$ cat config.mk
export PLATFORM = sky130hd
export DESIGN_NAME = dspl_scan_ctrl
export DESIGN_NICKNAME = d
export VERILOG_FILES = /design/src/rtl/dspl_pkg.sv /design/src/rtl/seg7_decode.sv /design/src/rtl/dspl_scan_ctrl.sv
export SDC_FILE = /design/constraint.sdc
export NUM_CORES = 1
export LEC_CHECK = 0
export ABC_AREA = 1
export CORE_ASPECT_RATIO = 1.25
export CORE_MARGIN = 3
export CORE_UTILIZATION = 41
export CTS_CLUSTER_DIAMETER = 40
export DETAILED_ROUTE_END_ITERATION = 7
export HOLD_SLACK_MARGIN = 0.06
export PLACE_DENSITY = 0.88
export SETUP_SLACK_MARGIN = 0.1
export SYNTH_ARGS = -nofsm -noshare
export SYNTH_HDL_FRONTEND = slang
export SYNTH_HIERARCHICAL = 1
export SYNTH_SLANG_ARGS = --single-unit
$ cat constraint.sdc
create_clock -name clk_i -period 2.25 [get_ports clk_i]
set_clock_uncertainty 0.1 [all_clocks]
set_input_delay 0.675 -clock clk_i [delete_from_list [all_inputs] [get_ports clk_i]]
set_output_delay 0.675 -clock clk_i [all_outputs]
set_load 0.01 [all_outputs]
$ cat src/rtl/dspl_pkg.sv
// Shared definitions for the display scan controller.
//   state_t    : scan FSM state (BLANK dead-time, DRIVE digit slot)
//   SEG_TABLE  : hex nibble -> active-low segments, bit order {g,f,e,d,c,b,a}
//   SEG_OFF    : all segments dark
//   AN_OFF     : all anodes dark
package dspl_pkg;

    typedef enum logic {
        BLANK = 1'b0,
        DRIVE = 1'b1
    } state_t;

    localparam logic [6:0] SEG_OFF = 7'h7F;
    localparam logic [7:0] AN_OFF  = 8'hFF;

    // Active-low {g,f,e,d,c,b,a}; lower-case b and d keep them distinct from 8 and 0.
    localparam logic [6:0] SEG_TABLE [16] = '{
        7'h40, 7'h79, 7'h24, 7'h30,   // 0 1 2 3
        7'h19, 7'h12, 7'h02, 7'h78,   // 4 5 6 7
        7'h00, 7'h10, 7'h08, 7'h03,   // 8 9 A b
        7'h46, 7'h21, 7'h06, 7'h0E    // C d E F
    };

endpackage

$ cat src/rtl/seg7_decode.sv
// Combinational hex to 7-segment decoder.
//   nib : 4-bit hex value
//   seg : active-low segments {g,f,e,d,c,b,a}
module seg7_decode
    import dspl_pkg::*;
(
    input  logic [3:0] nib,
    output logic [6:0] seg
);

    assign seg = SEG_TABLE[nib];

endmodule

$ cat src/rtl/dspl_scan_ctrl.sv
// Eight-digit multiplexed 7-segment scan controller.
// Each digit gets a slot of BLANK_CYCLES dead-time followed by HALF_MS_COUNT
// cycles of drive; digits are scanned 0..7. Digit data is captured at drive
// entry so mid-slot input changes only appear in the next slot.
//   clk_i, rst_i      : clock, synchronous active-high reset
//   digits_i          : eight hex nibbles, nibble k -> digit k
//   dp_i/en_i/blink_i : per-digit decimal point, enable, blink request
//   dspl_a..g, dspl_p : registered active-low segments / decimal point
//   dspl_an           : registered active-low anodes, bit k = digit k
//   frame_o           : one-cycle pulse when the digit 7 slot ends
module dspl_scan_ctrl
    import dspl_pkg::*;
#(
    parameter int HALF_MS_COUNT = 5,
    parameter int BLANK_CYCLES  = 2,
    parameter int BLINK_FRAMES  = 2
) (
    input  logic        clk_i,
    input  logic        rst_i,
    input  logic [31:0] digits_i,
    input  logic [7:0]  dp_i,
    input  logic [7:0]  en_i,
    input  logic [7:0]  blink_i,
    output logic        dspl_a,
    output logic        dspl_b,
    output logic        dspl_c,
    output logic        dspl_d,
    output logic        dspl_e,
    output logic        dspl_f,
    output logic        dspl_g,
    output logic        dspl_p,
    output logic [7:0]  dspl_an,
    output logic        frame_o
);

    localparam int CMAX = (HALF_MS_COUNT > BLANK_CYCLES) ? HALF_MS_COUNT : BLANK_CYCLES;
    localparam int CW   = $clog2(CMAX + 1);
    localparam int BW   = $clog2(BLINK_FRAMES + 1);

    state_t          state_q, state_d;
    logic [CW-1:0]   cnt_q, cnt_d;
    logic [2:0]      idx_q, idx_d;
    logic [BW-1:0]   bcnt_q, bcnt_d;
    logic            phase_q, phase_d;
    logic [7:0]      an_q, an_d;
    logic [6:0]      seg_q, seg_d;
    logic            dp_q, dp_d;
    logic            frame_q, frame_d;

    logic [3:0]      cur_nib;
    logic [6:0]      cur_seg;
    logic            lit;

    assign cur_nib = digits_i[{idx_q, 2'b00} +: 4];

    seg7_decode u_dec (
        .nib (cur_nib),
        .seg (cur_seg)
    );

    // Output registers are loaded only on slot boundaries, which is what
    // latches the digit's data for the whole DRIVE slot.
    always_comb begin
        state_d = state_q;
        cnt_d   = cnt_q + 1'b1;
        idx_d   = idx_q;
        bcnt_d  = bcnt_q;
        phase_d = phase_q;
        an_d    = an_q;
        seg_d   = seg_q;
        dp_d    = dp_q;
        frame_d = 1'b0;
        lit     = en_i[idx_q] & ~(blink_i[idx_q] & phase_q);
        case (state_q)
            BLANK: begin
                if (cnt_q == CW'(BLANK_CYCLES - 1)) begin
                    state_d = DRIVE;
                    cnt_d   = '0;
                    if (lit) begin
                        an_d  = ~(8'b1 << idx_q);
                        seg_d = cur_seg;
                        dp_d  = ~dp_i[idx_q];
                    end else begin
                        an_d  = AN_OFF;
                        seg_d = SEG_OFF;
                        dp_d  = 1'b1;
                    end
                end
            end
            DRIVE: begin
                if (cnt_q == CW'(HALF_MS_COUNT - 1)) begin
                    state_d = BLANK;
                    cnt_d   = '0;
                    idx_d   = idx_q + 3'd1;
                    an_d    = AN_OFF;
                    seg_d   = SEG_OFF;
                    dp_d    = 1'b1;
                    if (idx_q == 3'd7) begin
                        frame_d = 1'b1;
                        if (bcnt_q == BW'(BLINK_FRAMES - 1)) begin
                            bcnt_d  = '0;
                            phase_d = ~phase_q;
                        end else begin
                            bcnt_d  = bcnt_q + 1'b1;
                        end
                    end
                end
            end
            default: state_d = BLANK;
        endcase
    end

    always_ff @(posedge clk_i) begin
        if (rst_i) begin
            state_q <= BLANK;
            cnt_q   <= '0;
            idx_q   <= '0;
            bcnt_q  <= '0;
            phase_q <= 1'b0;
            an_q    <= AN_OFF;
            seg_q   <= SEG_OFF;
            dp_q    <= 1'b1;
            frame_q <= 1'b0;
        end else begin
            state_q <= state_d;
            cnt_q   <= cnt_d;
            idx_q   <= idx_d;
            bcnt_q  <= bcnt_d;
            phase_q <= phase_d;
            an_q    <= an_d;
            seg_q   <= seg_d;
            dp_q    <= dp_d;
            frame_q <= frame_d;
        end
    end

    assign {dspl_g, dspl_f, dspl_e, dspl_d, dspl_c, dspl_b, dspl_a} = seg_q;
    assign dspl_p  = dp_q;
    assign dspl_an = an_q;
    assign frame_o = frame_q;

endmodule

==> reports/results.txt <==
For the pin with the worst max-slew slack, the measured transition is 0.666 ns. The tool flagged a number of max-cap violations equal to 0. The synthesized netlist occupies a cell area of 2170 sq um. For this run, the leading register cell type out of synthesis is dfxtp_1. The global routing usage summed across all routing layers is 0.193, and the leftover overflow at the end of global routing is 0.

The count of buffers added on input and output ports is 74. Data on the critical path is required at its endpoint by 2.33 ns. Setup violations remaining at the end of the flow were counted as 0. Power density relative to cell area: 407 nW/um^2. Setup repair after global routing could not meet its margin everywhere.

The tools report the static power due to leakage as 0.00165 uW. Static timing analysis puts the maximum clock frequency at 475 MHz. The number of clock sinks came out at 27. The met3 layer wire length in the routed design came out at 293 microns. The worst hold path begins at bcnt_q[1]. The number of antenna diodes in the final layout is 0.

For the last weighted congestion value of the routability-driven placer, the log shows 0.859. After synthesis the netlist holds a flip-flop and latch count of 27. The tools report the met1 layer wirelength in the final routing as 2.37 mm. The via count of the first global-routing pass is 2441, and the async set or reset register ratio after synthesis is 0. The core utilization of the finished layout was 0.659. The mean number of vias per cell was 5.20. Synthesis produced 351 cells. Summed over all failing endpoints, the final setup total negative slack is 0 ns. The clock period minus final worst setup slack was 2.10 ns; the total length of routed wires was 6.56 mm. The library cell contributing the largest single delay on the critical path is ha_4. Counting every net in the synthesized netlist gives 426. The largest incremental delay on the critical path works out to 0.28 ns.

TritonCTS built the clock tree. The worst slew margin relative to its limit was 0.556; the flop-to-flop setup slack was 0.15 ns. Clock-pin slew was measured on the worst setup and hold paths at 0.09 ns.

The cell depth of the worst min-delay path is 2. The cell row count was 29. The later pin in the worst-skew pair is clocked with a latency of 0.27 ns.

The first global-routing pass estimated 9.97 mm of wire. The flow ran to the end, and the final reports show no timing, DRC or antenna violations. The kind of end point of the critical path was a flop. For this run, design rule violations remaining after detail routing come to 0. The routed wire length on met2 was 3.77 mm.

The number of hold-repair buffers added at the cts stage was 0; the vertical die dimension was 87.4 microns. For the CTS buffer count, the log shows 3. For the register area share after synthesis, the log shows 0.249. The ratio of final minimum period to clock period came out at 0.935. The tools report the startpoint type of the worst setup path as an input pin. The run gives 24 as the count of cell types in the netlist. The logs give 0.424 for the initial cell density of the core and 6 for the number of warnings reported in the yosys synthesis log. The die span in x is 71.1 microns, and the CTS H-tree depth is 1.

The worst hold path terminates at bcnt_q[1]. Signal arrival time at the worst endpoint: 2.19 ns. In the post-route analysis, the smallest setup slack over all paths is 0.145 ns. Share of the synthesized area in the top cell type: 0.249.

The type of the worst setup path is input pin to flop. The area added between synthesis and finish is 55.3%, and the hold violation total from the final report is 0. Walking the worst path, the cells encountered are dlygate4sd2_1 -> o21ai_1 -> o22ai_1 -> nand2_1 -> nand2_4 -> inv_8 -> ha_4 -> nand2_4 -> nand3_4 -> nand2_2 -> nor3_2 -> nand3_1 -> nand2_1 -> inv_1. The tools report the startpoint of the worst register-to-register path as idx_q[0]. In the final routed layout, each cell accounts on average for 13.2 microns. The first detailed-routing pass took 4 iterations.

Post-detailed-route count of antenna-violating nets: 0. 75 I/O pins were placed. The class of the tightest hold or removal check was flop to flop. The tools report the filler cell count in the final layout as 391. Before CTS, the worst setup slack after placement is -0.472 ns. The detailed router finished its first iteration with 143 violations. The fraction of final layout cells with drive strength greater than 1 was 0.189; the core region area was 5120 sq um. Across the VDD grid, the largest voltage drop is 0.234 mV. The half-perimeter wire length of the detailed placement result was 4.52 mm. At the end of the flow, the number of nets in the layout was 509. The number of synthesized flops with an enable pin was 0. The endpoint identified for the worst register-to-register timing path is seg_q[3].

The initial antenna violation count was 0; the largest net degree at the start of global routing was 30. By count the netlist is led by nand2_1, inv_1, nand3_1. The number of placed instances, taps included was 484. The buffer depth of the longest clock path was 2. nand2_1 is the most common cell in the netlist.

By area the synthesized netlist is led by dfxtp_1, nand2_1, nand3_1, ha_1, inv_1. The maximum net fanout on the critical path came out at 5. Final number of max-transition violations: 0. A synthesized cell averages 6.18 sq um. After detailed routing, no signal wire sits above met4. Library cell occupying the most area in the post-synthesis netlist: dfxtp_1. Path depth of the worst reg2reg path: 14. In this run the clock root is driven by a clkbuf_8. For this block, the via count after detailed routing is 2572.

The die area was 6210 sq um. The run gives 495 as the final non-filler cell total.
-- final cells by class --
type | count | area [sq um] | area share
tap | 62 | 77.6 | 0.0230
clock inverter | 1 | 5.00 | 0.00148
multi-input combinational | 253 | 1500 | 0.445
clock buffer | 3 | 41.3 | 0.0122
inverter | 53 | 225 | 0.0668
timing repair buffer | 96 | 977 | 0.290
sequential | 27 | 546 | 0.162
-- state kept, by name, summed over array words and instances (netlist names) --
| name | flops |
|---|---|
| dspl_an | 8 |
| seg_q | 7 |
| cnt_q | 3 |
| idx_q | 3 |
| bcnt_q | 2 |
| dspl_p | 1 |
| frame_o | 1 |
| phase_q | 1 |
| state_q | 1 |
-- kinds of logic (layout without fill, tap and decap cells) --
group,count (synthesis),count (layout),synth area share
AND/OR/NAND/NOR,195,195,0.400
buffers and inverters,71,153,0.150
AO/OA/AOI/OAI,40,40,0.0986
flip-flops,27,27,0.249
adder cells (fa/ha/maj),17,17,0.0980
XOR/XNOR,1,1,0.00404
-- critical path: cells and delay by family --
| kind | cells | cell delay [ns] |
|---|---|---|
| fa+ha+maj | 1 | 0.28 |
| compound gates | 2 | 0.22 |
| buf+inv | 3 | 0.28 |
| simple gates | 8 | 0.72 |
-- report_power, final --
group / total [uW] / internal, uW / switching (uW) / leakage, uW
clock: 276 / 124 / 152 / 0.0000255
combinational: 533 / 267 / 265 / 0.00140
sequential: 561 / 518 / 43.6 / 0.000221
total: 1370 / 909 / 461 / 0.00165
-- cell usage in the layout (no fill, tap or decap), types with 2 or more instances in the layout --
master           netlist  routed
a21oi_1                7       7
buf_4                  6      14
buf_6                  4       5
clkbuf_16              0       2
clkbuf_8               0       3
clkdlybuf4s15_1        0       2
clkdlybuf4s50_1        0      49
clkinv_2               1       2
dfxtp_1               27      25
dlygate4sd2_1          0      14
dlymetal6s2s_1         0       9
ha_1                  17      11
ha_4                   0       5
inv_1                 46      42
inv_2                  6       5
inv_4                  0       2
inv_8                  0       2
nand2_1               90      78
nand2_2                2       8
nand2_4                0       6
nand3_1               45      42
nand3_2                2       4
nand3_4                1       2
nor2_1                29      28
nor3_1                13       7
nor3_2                 0       6
o21ai_0               23       6
o21ai_1                1      14
o21ai_2                1       5
o22ai_1                8       8
or2_1                  8       8
or2_2                  5       5
-- worst max path at each step --
stage                       startpoint        to  slack (ns)  depth (start not counted)
after floorplan               idx_q[0]  seg_q[3]        0.10                         16
after global placement    digits_i[24]  seg_q[3]       -0.38                         14
after detailed placement  digits_i[24]  seg_q[3]       -0.47                         14
after CTS                 digits_i[26]  seg_q[6]         0.1                         14
after global routing          idx_q[0]  seg_q[3]        0.04                         15
final                     digits_i[24]  seg_q[3]        0.15                         14
-- metal layers --
| layer | GRT usage | vias to the layer above |
|---|---|---|
| li1 | - | 1269 |
| met1 | 0.195 | 1184 |
| met2 | 0.401 | 103 |
| met3 | 0.0196 | 16 |
| met4 | 0.0632 | 0 |
| met5 | 0 | - |
-- timing repair --
action / in CTS / in global routing
resized for setup: 55 / 50
setup endpoints to repair: 7 / 7
pin swaps: 39 / 36
gates cloned: 0 / 2
buffers inserted: 2 / 3
-- through the flow --
| step | hold slack, ns | instance area (sq um) | total power (uW) |
|---|---|---|---|
| 6_report | 0.333 | 3370 | 1370 |
| 5_1_grt | 0.342 | 3370 | 1450 |
| 4_1_cts | 0.334 | 3170 | 1330 |
| 3_5_place_dp | 0.321 | 2990 | 1030 |
| 3_3_place_gp | 0.315 | 2990 | 1020 |
| 2_1_floorplan | 0.309 | 2200 | 821 |
(Power assumes the default switching activity.)
